### config.mk
export PLATFORM = sky130hd
export DESIGN_NAME = uart_tx
export DESIGN_NICKNAME = d
export VERILOG_FILES = /design/src/rtl/uart_pkg.sv /design/src/rtl/uart_tx_fifo.sv /design/src/rtl/uart_tx.sv
export SDC_FILE = /design/constraint.sdc
export NUM_CORES = 1
export LEC_CHECK = 0
export BUFFER_PORTS_ARGS = -buffer_cell sky130_fd_sc_hd__buf_2
export CAP_MARGIN = 20
export CORE_MARGIN = 2
export CORE_UTILIZATION = 61
export DETAILED_ROUTE_END_ITERATION = 8
export PLACE_DENSITY = 0.85
export SYNTH_ARGS = -nofsm -noshare
export SYNTH_HDL_FRONTEND = slang
export SYNTH_HIERARCHICAL = 1
export SYNTH_SLANG_ARGS = --single-unit
### constraint.sdc
create_clock -name clk -period 4.1 [get_ports clk]
set_clock_uncertainty 0.05 [all_clocks]
set_input_delay 0.41 -clock clk [delete_from_list [all_inputs] [get_ports clk]]
set_output_delay 0.41 -clock clk [all_outputs]
set_load 0.02 [all_outputs]
### src/rtl/uart_pkg.sv
// ---------------------------------------------------------------------------
// uart_pkg
//   Shared types and constants for the UART transmitter.
//   - uart_state_e       : transmitter FSM states
//   - UART_DATA_BITS     : data bits per frame (8N1)
//   - UART_TX_FIFO_DEPTH : entries in the optional transmit FIFO
//   - uart_clks_per_bit  : system clocks per serial bit (truncating divide)
// ---------------------------------------------------------------------------
package uart_pkg;

    typedef enum logic [1:0] {
        ST_IDLE  = 2'd0,
        ST_START = 2'd1,
        ST_DATA  = 2'd2,
        ST_STOP  = 2'd3
    } uart_state_e;

    localparam int unsigned UART_DATA_BITS     = 8;
    localparam int unsigned UART_TX_FIFO_DEPTH = 4;

    function automatic int unsigned uart_clks_per_bit(input int unsigned clk_freq_hz,
                                                      input int unsigned baud_rate);
        return clk_freq_hz / baud_rate;
    endfunction

endpackage

### src/rtl/uart_tx_fifo.sv
// ---------------------------------------------------------------------------
// uart_tx_fifo
//   Small synchronous FIFO with show-ahead read data (rdata_o is the head
//   entry whenever empty_o is low). Pushing while full is honoured only when
//   a pop happens in the same cycle; popping while empty is ignored.
//
//   Ports:
//     clk_i    in   clock, rising edge
//     rst_ni   in   asynchronous active-low reset; empties the FIFO
//     push_i   in   write wdata_i this cycle
//     wdata_i  in   WIDTH-bit write data
//     pop_i    in   drop the head entry this cycle
//     rdata_o  out  head entry
//     full_o   out  DEPTH entries held
//     empty_o  out  no entries held
// ---------------------------------------------------------------------------
module uart_tx_fifo #(
    parameter int unsigned DEPTH = 4,
    parameter int unsigned WIDTH = 8
) (
    input  logic             clk_i,
    input  logic             rst_ni,
    input  logic             push_i,
    input  logic [WIDTH-1:0] wdata_i,
    input  logic             pop_i,
    output logic [WIDTH-1:0] rdata_o,
    output logic             full_o,
    output logic             empty_o
);

    localparam int unsigned PTR_W = (DEPTH > 1) ? $clog2(DEPTH) : 1;
    localparam int unsigned CNT_W = $clog2(DEPTH + 1);
    localparam logic [PTR_W-1:0] PTR_LAST = PTR_W'(DEPTH - 1);
    localparam logic [CNT_W-1:0] CNT_FULL = CNT_W'(DEPTH);

    logic [WIDTH-1:0] mem_q [DEPTH];
    logic [PTR_W-1:0] wr_ptr_q;
    logic [PTR_W-1:0] rd_ptr_q;
    logic [CNT_W-1:0] count_q;
    logic             do_push;
    logic             do_pop;

    assign empty_o = (count_q == '0);
    assign full_o  = (count_q == CNT_FULL);
    assign rdata_o = mem_q[rd_ptr_q];

    assign do_pop  = pop_i && !empty_o;
    // A full FIFO still takes a write when the head leaves in the same cycle.
    assign do_push = push_i && (!full_o || do_pop);

    always_ff @(posedge clk_i or negedge rst_ni) begin
        if (!rst_ni) begin
            wr_ptr_q <= '0;
            rd_ptr_q <= '0;
            count_q  <= '0;
        end else begin
            if (do_push) begin
                wr_ptr_q <= (wr_ptr_q == PTR_LAST) ? '0 : wr_ptr_q + 1'b1;
            end
            if (do_pop) begin
                rd_ptr_q <= (rd_ptr_q == PTR_LAST) ? '0 : rd_ptr_q + 1'b1;
            end
            case ({do_push, do_pop})
                2'b10:   count_q <= count_q + 1'b1;
                2'b01:   count_q <= count_q - 1'b1;
                default: count_q <= count_q;
            endcase
        end
    end

    // Storage needs no reset: an entry is only read after it has been written.
    always_ff @(posedge clk_i) begin
        if (do_push) begin
            mem_q[wr_ptr_q] <= wdata_i;
        end
    end

endmodule

### src/rtl/uart_tx.sv
// ---------------------------------------------------------------------------
// uart_tx
//   8N1 UART transmitter driving the TXD pin at CLK_FREQ_HZ / BAUD_RATE
//   clocks per bit.
//
//   Optional build macro: UART_TX_FIFO_EN
//     defined     : a UART_TX_FIFO_DEPTH-entry FIFO buffers accepted bytes,
//                   tx_ready = !fifo_full, busy also covers pending bytes.
//     not defined : the byte goes straight into the shift register,
//                   tx_ready = (state == IDLE).
//
//   Handshake: a byte on tx_data is taken at a rising clk edge where
//   tx_valid && tx_ready; tx_data is ignored at any other time, and
//   tx_valid may stay high for as long as the producer likes.
//
//   Ports:
//     clk        in   system clock, rising edge
//     reset      in   asynchronous active-low reset (aborts any frame)
//     tx_data    in   byte to send
//     tx_valid   in   producer offers tx_data
//     tx_ready   out  a byte can be accepted this cycle
//     txd        out  serial line, idle high, registered
//     busy       out  frame in progress or bytes pending
//     dbg_state  out  current FSM state (uart_state_e encoding)
// ---------------------------------------------------------------------------
module uart_tx
    import uart_pkg::*;
#(
    parameter int unsigned CLK_FREQ_HZ = 12_000_000,
    parameter int unsigned BAUD_RATE   = 115_200
) (
    input  logic                      clk,
    input  logic                      reset,
    input  logic [UART_DATA_BITS-1:0] tx_data,
    input  logic                      tx_valid,
    output logic                      tx_ready,
    output logic                      txd,
    output logic                      busy,
    output logic [1:0]                dbg_state
);

    localparam int unsigned CLKS_PER_BIT = uart_clks_per_bit(CLK_FREQ_HZ, BAUD_RATE);
    localparam int unsigned CNT_W        = (CLKS_PER_BIT > 1) ? $clog2(CLKS_PER_BIT) : 1;
    localparam logic [CNT_W-1:0] CNT_LAST = CNT_W'(CLKS_PER_BIT - 1);
    localparam int unsigned BIT_IDX_W    = $clog2(UART_DATA_BITS);
    localparam logic [BIT_IDX_W-1:0] BIT_LAST = BIT_IDX_W'(UART_DATA_BITS - 1);

    generate
        if (CLKS_PER_BIT < 2) begin : g_bad_baud
            $error("uart_tx: CLK_FREQ_HZ / BAUD_RATE must be at least 2");
        end
    endgenerate

    uart_state_e               state_q;
    logic [CNT_W-1:0]          cnt_q;
    logic [CNT_W-1:0]          cnt_d;
    logic [BIT_IDX_W-1:0]      bit_idx_q;
    logic [UART_DATA_BITS-1:0] shift_q;
    logic                      txd_q;
    logic                      bit_end;
    logic                      load;
    logic [UART_DATA_BITS-1:0] load_data;

    assign bit_end   = (cnt_q == CNT_LAST);
    assign cnt_d     = cnt_q + 1'b1;
    assign txd       = txd_q;
    assign dbg_state = state_q;

`ifdef UART_TX_FIFO_EN
    logic                      fifo_push;
    logic                      fifo_pop;
    logic                      fifo_full;
    logic                      fifo_empty;
    logic [UART_DATA_BITS-1:0] fifo_rdata;

    assign tx_ready  = !fifo_full;
    assign fifo_push = tx_valid && tx_ready;
    assign fifo_pop  = (state_q == ST_IDLE) && !fifo_empty;
    assign load      = fifo_pop;
    assign load_data = fifo_rdata;
    assign busy      = (state_q != ST_IDLE) || !fifo_empty;

    uart_tx_fifo #(
        .DEPTH (UART_TX_FIFO_DEPTH),
        .WIDTH (UART_DATA_BITS)
    ) u_fifo (
        .clk_i   (clk),
        .rst_ni  (reset),
        .push_i  (fifo_push),
        .wdata_i (tx_data),
        .pop_i   (fifo_pop),
        .rdata_o (fifo_rdata),
        .full_o  (fifo_full),
        .empty_o (fifo_empty)
    );
`else
    assign tx_ready  = (state_q == ST_IDLE);
    assign load      = tx_valid && tx_ready;
    assign load_data = tx_data;
    assign busy      = (state_q != ST_IDLE);
`endif

    always_ff @(posedge clk or negedge reset) begin
        if (!reset) begin
            state_q   <= ST_IDLE;
            cnt_q     <= '0;
            bit_idx_q <= '0;
            shift_q   <= '0;
            txd_q     <= 1'b1;
        end else begin
            // The line level is registered from the current state, so txd
            // trails the state by one cycle: the start bit appears on the
            // edge after the byte is loaded and every level is still exactly
            // CLKS_PER_BIT cycles long.
            case (state_q)
                ST_START: txd_q <= 1'b0;
                ST_DATA:  txd_q <= shift_q[0];
                default:  txd_q <= 1'b1;
            endcase

            case (state_q)
                ST_IDLE: begin
                    if (load) begin
                        shift_q   <= load_data;
                        cnt_q     <= '0;
                        bit_idx_q <= '0;
                        state_q   <= ST_START;
                    end
                end
                ST_START: begin
                    if (bit_end) begin
                        cnt_q   <= '0;
                        state_q <= ST_DATA;
                    end else begin
                        cnt_q <= cnt_d;
                    end
                end
                ST_DATA: begin
                    if (bit_end) begin
                        cnt_q     <= '0;
                        shift_q   <= {1'b0, shift_q[UART_DATA_BITS-1:1]};
                        bit_idx_q <= bit_idx_q + 1'b1;
                        if (bit_idx_q == BIT_LAST) begin
                            state_q <= ST_STOP;
                        end
                    end else begin
                        cnt_q <= cnt_d;
                    end
                end
                ST_STOP: begin
                    if (bit_end) begin
                        cnt_q   <= '0;
                        state_q <= ST_IDLE;
                    end else begin
                        cnt_q <= cnt_d;
                    end
                end
                default: begin
                    state_q <= ST_IDLE;
                    cnt_q   <= '0;
                end
            endcase
        end
    end

endmodule

Word level (Yosys, flattened, before mapping)
Index checks and enable logic that the tools add are counted.
- bits in registers: 21
- input port bits: 11
- output and inout port bits: 5
- logic and storage cells: 40
- add/subtract/negate cells: 2
- equal/unequal tests: 10
- muxes and demuxes: 16
- reduce and logical (&&, ||, !) cells: 7
- operators by type and width (cell ; number):
    $mux W8 ; 2
    $pmux W8 S2 ; 1
    $mux W7 ; 2
    $pmux W7 S2 ; 1
    $mux W2 ; 5
    $ne A2 B2 Y1 const B ; 4
    $pmux W2 S4 ; 1
    $add A7 B1 Y7 const B ; 1
    $eq A7 B7 Y1 const B ; 1
    $mux W3 ; 2
    $pmux W3 S2 ; 1
    $reduce_and A5 Y1 ; 1
    $eq A2 B2 Y1 const B ; 2
    $reduce_bool A2 Y1 ; 2
    $add A3 B1 Y3 const B ; 1
    $eq A3 B3 Y1 const B ; 1
    $reduce_and A3 Y1 ; 1
    $reduce_or A3 Y1 ; 1
    $eq A2 B1 Y1 const B ; 1
    $logic_not A2 Y1 ; 1
    $ne A2 B1 Y1 const B ; 1
    $pmux W1 S2 ; 1
    $logic_and A1 B1 Y1 ; 1

Depth between registers and ports, before layout
- depth after elaboration: 4
- gate-level depth with buffers: 8
- depth with buffers taken out: 6

Worst setup path after synthesis
No wires, ideal clock.
- path kind: register to register
- start: reg state_q[0] (netlist: dbg_state[0])
- end: reg shift_q[0]
- arrival time: 1968 ps
- required time: 3925 ps
- setup slack: 1956 ps
- stages on the path, launching flop included: 8
- clock period less this slack: 2144 ps
- path through: dfrtp_1 -> inv_1 -> ha_1 -> or2b_2 -> o21ai_0 -> a21o_1 -> buf_6 -> mux2_4
- longest elaborated chain between the ends: 4
- ends and longest elaborated chain (what ; line ; RTL):
    start, declared ; uart_tx.sv:54 ; uart_state_e state_q;
    start signal, assigned ; uart_tx.sv:105 ; state_q <= ST_IDLE;
    start signal, assigned ; uart_tx.sv:127 ; state_q <= ST_START;
    start signal, assigned ; uart_tx.sv:133 ; state_q <= ST_DATA;
    $logic_not A2 Y1 * ; uart_tx.sv:97 ; assign tx_ready = (state_q == ST_IDLE);
    net tx_ready ; uart_tx.sv:36 ; output logic tx_ready,
    $logic_and A1 B1 Y1 ; uart_tx.sv:98 ; assign load = tx_valid && tx_ready;
    $ne A2 B1 Y1 (no source line) ; n/a ;
    $reduce_and A3 Y1 (no source line) ; n/a ;
    end signal, assigned ; uart_tx.sv:124 ; shift_q <= load_data;
    end signal, assigned ; uart_tx.sv:141 ; shift_q <= {1'b0, shift_q[UART_DATA_BITS-1:1]};
    end, declared ; uart_tx.sv:58 ; logic [UART_DATA_BITS-1:0] shift_q;
Mark *: on every way through the listed nets, which the timed path passes. The rest lies on a longest branch.
A chain may end at the register's enable or synchronous reset.

Final worst setup path
- start: reg state_q[0] (netlist: dbg_state[0])
- end: reg shift_q[5]
- longest elaborated chain between the ends: 4
- ends and longest elaborated chain (what ; line):
    $logic_not A2 Y1 ; uart_tx.sv:97, uart_tx.sv:121
    $logic_and A1 B1 Y1 ; uart_tx.sv:98
    $ne A2 B1 Y1 (no source line) ; n/a
    $reduce_and A3 Y1 (no source line) ; n/a
Several ways; a longest one is shown, not always the timed one.

==> impl_metrics.ini <==
[logic_synthesis]
syn_nets = 129
seq_area_frac_synth_pct = 41.5
ys_ff_latch = 21
ys_types = 37
yosys_warnings = 6
syn-mean-instance-area_um2 = 11.5
netlist_area_um2 = 1270
synthCells = 110

[power]
power.internal_mw = 0.606
p_comb_share_pct = 53.1
power.leakage_nw = 0.665
pwr-share-seq_pct = 37.2
p_sw_share_pct = 39.3
pwr_density_cell_nw_per_um2 = 747
peakVddDrop_mv = 0.435
switchingPower_mw = 0.392
clock_power_share_pct = 9.7

[final_layout]
drive_above_1_share_pct = 35.2
fin_nets = 142
antennaDiodeCount = 0
layout_common_cells = dfrtp_1 (20), buf_2 (15), mux2_2 (9), o21ai_0 (8), ha_1 (8)
final_common_cell = dfrtp_1
area_growth_syn_to_layout_pct = 5.22

[clock_tree]
root_buffer = clkbuf_4
cts_setup_buffers = 0
clock_latency_ns = 0.29
h-tree-depth = 1
ctsHoldBuffers = 0
clk_pin_slew_ns = 0.12
cts_resized = 0
clock_path_buffers = 2
clkSinkCount = 21
cts_tree = yes
cts-buffers-inserted = 3

[worst_setup_path]
cpMaxStageDelayCell = dfrtp_1
crit_family = compound AO/OA/AOI/OAI gates
crit_path_end_kind = flop
arrival_ns = 2.58
crit_type = flop to flop
worstPathRequired_ns = 4.24
start_kind = flop
crit_chain = inv_1, ha_1, or2b_2, o21ai_0, a21o_1, mux2_4
cpPeakStageDelay_ns = 0.45
critPathBufInv = 1
cp_max_fo = 12

[global_route]
antenna_found_initial = 0
grt_pass1_vias = 821
gr-total-overflow = 0
grt_max_degree = 22
grt_pass1_wl_mm = 3.69
grt_use_total_pct = 19.4

[sta]
hold_violations = 19
rsz0062_at_grt = false
fmax_ghz = 0.410
finalCriticalPeriod_ns = 2.44
setup-tns-final_ns = 0
min_period_over_period_pct = 59.5
drv_slew = 0
hold_ws_ns = -0.00220
slew_headroom_pct = 54.8
worst_pin_slew_ns = 0.678
setup-violations-final = 0

[run_status]
violations = negative hold slack
run_status = complete, but fails checks

[hold_path]
min_path_type = primary input to async pin

[die]
dieHeight_um = 49.6
coreArea_um2 = 1960
start_util_pct = 64.7
io_pins = 16
rows = 16
die_area_um2 = 2460
fp.dieW_um = 49.6

[placed_design]
io_buffers = 15
gp_congestion = 0.831
post-dp-hpwl_mm = 1.62

[job]
maxCapViolCount = 0

[routing]
drt_iter0_drc = 9
viasPerCell = 5.63
ant_nets = 0
vias = 839
drc_errors = 0
wirelength_mm = 2.12
drt_pass1_iterations = 4
wl_per_cell_um = 14.2
per-stage QoR:
step                power, mW  setup slack, ns  area (µm²)  utilization (%)  instances
floorplan               0.845             1.96        1270                -        110
CTS                      1.01             1.63        1340             68.1        149
global placement        0.874             1.84        1310             66.7        145
global route             1.08             1.49        1340             68.1        149
finish                  0.998             1.66        1340             68.1        149
detailed placement      0.910             1.65        1310             66.7        145
worst register-to-register path: cells and delay by family, from the launching register on:
family,cells,cell delay [ns]
mux,1,0.34
buf+inv,1,0.13
simple gates,1,0.38
fa+ha+maj,1,0.37
flops,1,0.45
compound gates,2,0.62
cell type report:
class | instances | area (µm²)
well taps | 27 | 33.8
repair buffers | 15 | 75.1
flip-flops and latches | 21 | 527
fillers | 170 | 626
inverters | 5 | 18.8
multi-input cells | 77 | 654
clock inverters | 1 | 5.00
clock buffers | 3 | 22.5
power by group through the flow:
| stage | Sequential [mW] | Clock [mW] | Combinational (mW) |
|---|---|---|---|
| 4_1_cts | 0.370 | 0.101 | 0.538 |
| 5_1_grt | 0.385 | 0.110 | 0.589 |
| 3_5_place_dp | 0.373 | 0 | 0.537 |
| 2_1_floorplan | 0.366 | 0 | 0.479 |
| 6_report | 0.371 | 0.0969 | 0.530 |
| 3_3_place_gp | 0.366 | 0 | 0.508 |
layer usage:
| metal | up-vias | global-route usage [%] | wire length, µm |
|---|---|---|---|
| met2 | 13 | 32.7 | 1050 |
| met5 | - | 0 | 0 |
| li1 | 416 | - | - |
| met1 | 410 | 27.1 | 990 |
| met4 | 0 | 2.31 | 0 |
| met3 | 0 | 3.33 | 76 |
Yosys cell counts, drive strengths merged:
cell / count / area share [%]
a21o: 3 / 1.9
a21oi: 4 / 1.6
a22o: 5 / 3.6
a22oi: 1 / 0.59
a31oi: 1 / 0.49
and3: 3 / 1.6
buf: 4 / 3.5
clkbuf: 3 / 2.0
dfrtp: 20 / 39
dfstp: 1 / 2.1
ha: 8 / 7.9
inv: 5 / 1.5
mux2: 16 / 16
mux2i: 1 / 0.79
nand2: 3 / 1.1
nand2b: 1 / 0.49
nand3: 4 / 1.6
nand3b: 1 / 0.59
nor2: 5 / 1.5
nor2b: 3 / 1.5
nor3: 2 / 0.79
nor3b: 2 / 2.1
o211a: 1 / 0.79
o21ai: 8 / 3.2
o2bb2ai: 1 / 0.69
o32a: 1 / 0.79
or2b: 1 / 0.69
or3: 1 / 0.49
xnor2: 1 / 0.69
path summary, 6_finish.rpt:
| check | endpoint | startpoint | slack, ns | cells past startpoint |
|---|---|---|---|---|
| max | shift_q[5] | dbg_state[0] | 1.66 | 6 |
| min | bit_idx_q[2] | reset | -0.002 | 1 |
| max reg2reg | shift_q[5] | dbg_state[0] | 1.66 | 6 |
| min reg2reg | shift_q[7] | shift_q[7] | 0.46 | 1 |
| max in group asynchronous | txd | reset | 3.66 | 1 |
| min in group clk | cnt_q[1] | tx_valid | 0.37 | 3 |
flip-flops by register name (all words and copies together), names as in the netlist:
name	cells
cnt_q	7
shift_q	8
bit_idx_q	3
txd	1
dbg_state	2
logic make-up after synthesis:
| group | synth area share [%] |
|---|---|
| adder cells (fa/ha/maj) | 7.88 |
| buffers and inverters | 6.99 |
| flip-flops | 41.5 |
| XOR/XNOR | 0.690 |
| AND/OR/NAND/NOR | 12.3 |
| AO/OA/AOI/OAI | 13.6 |
| multiplexers | 17.0 |
Power figures use the tool's default switching activity.
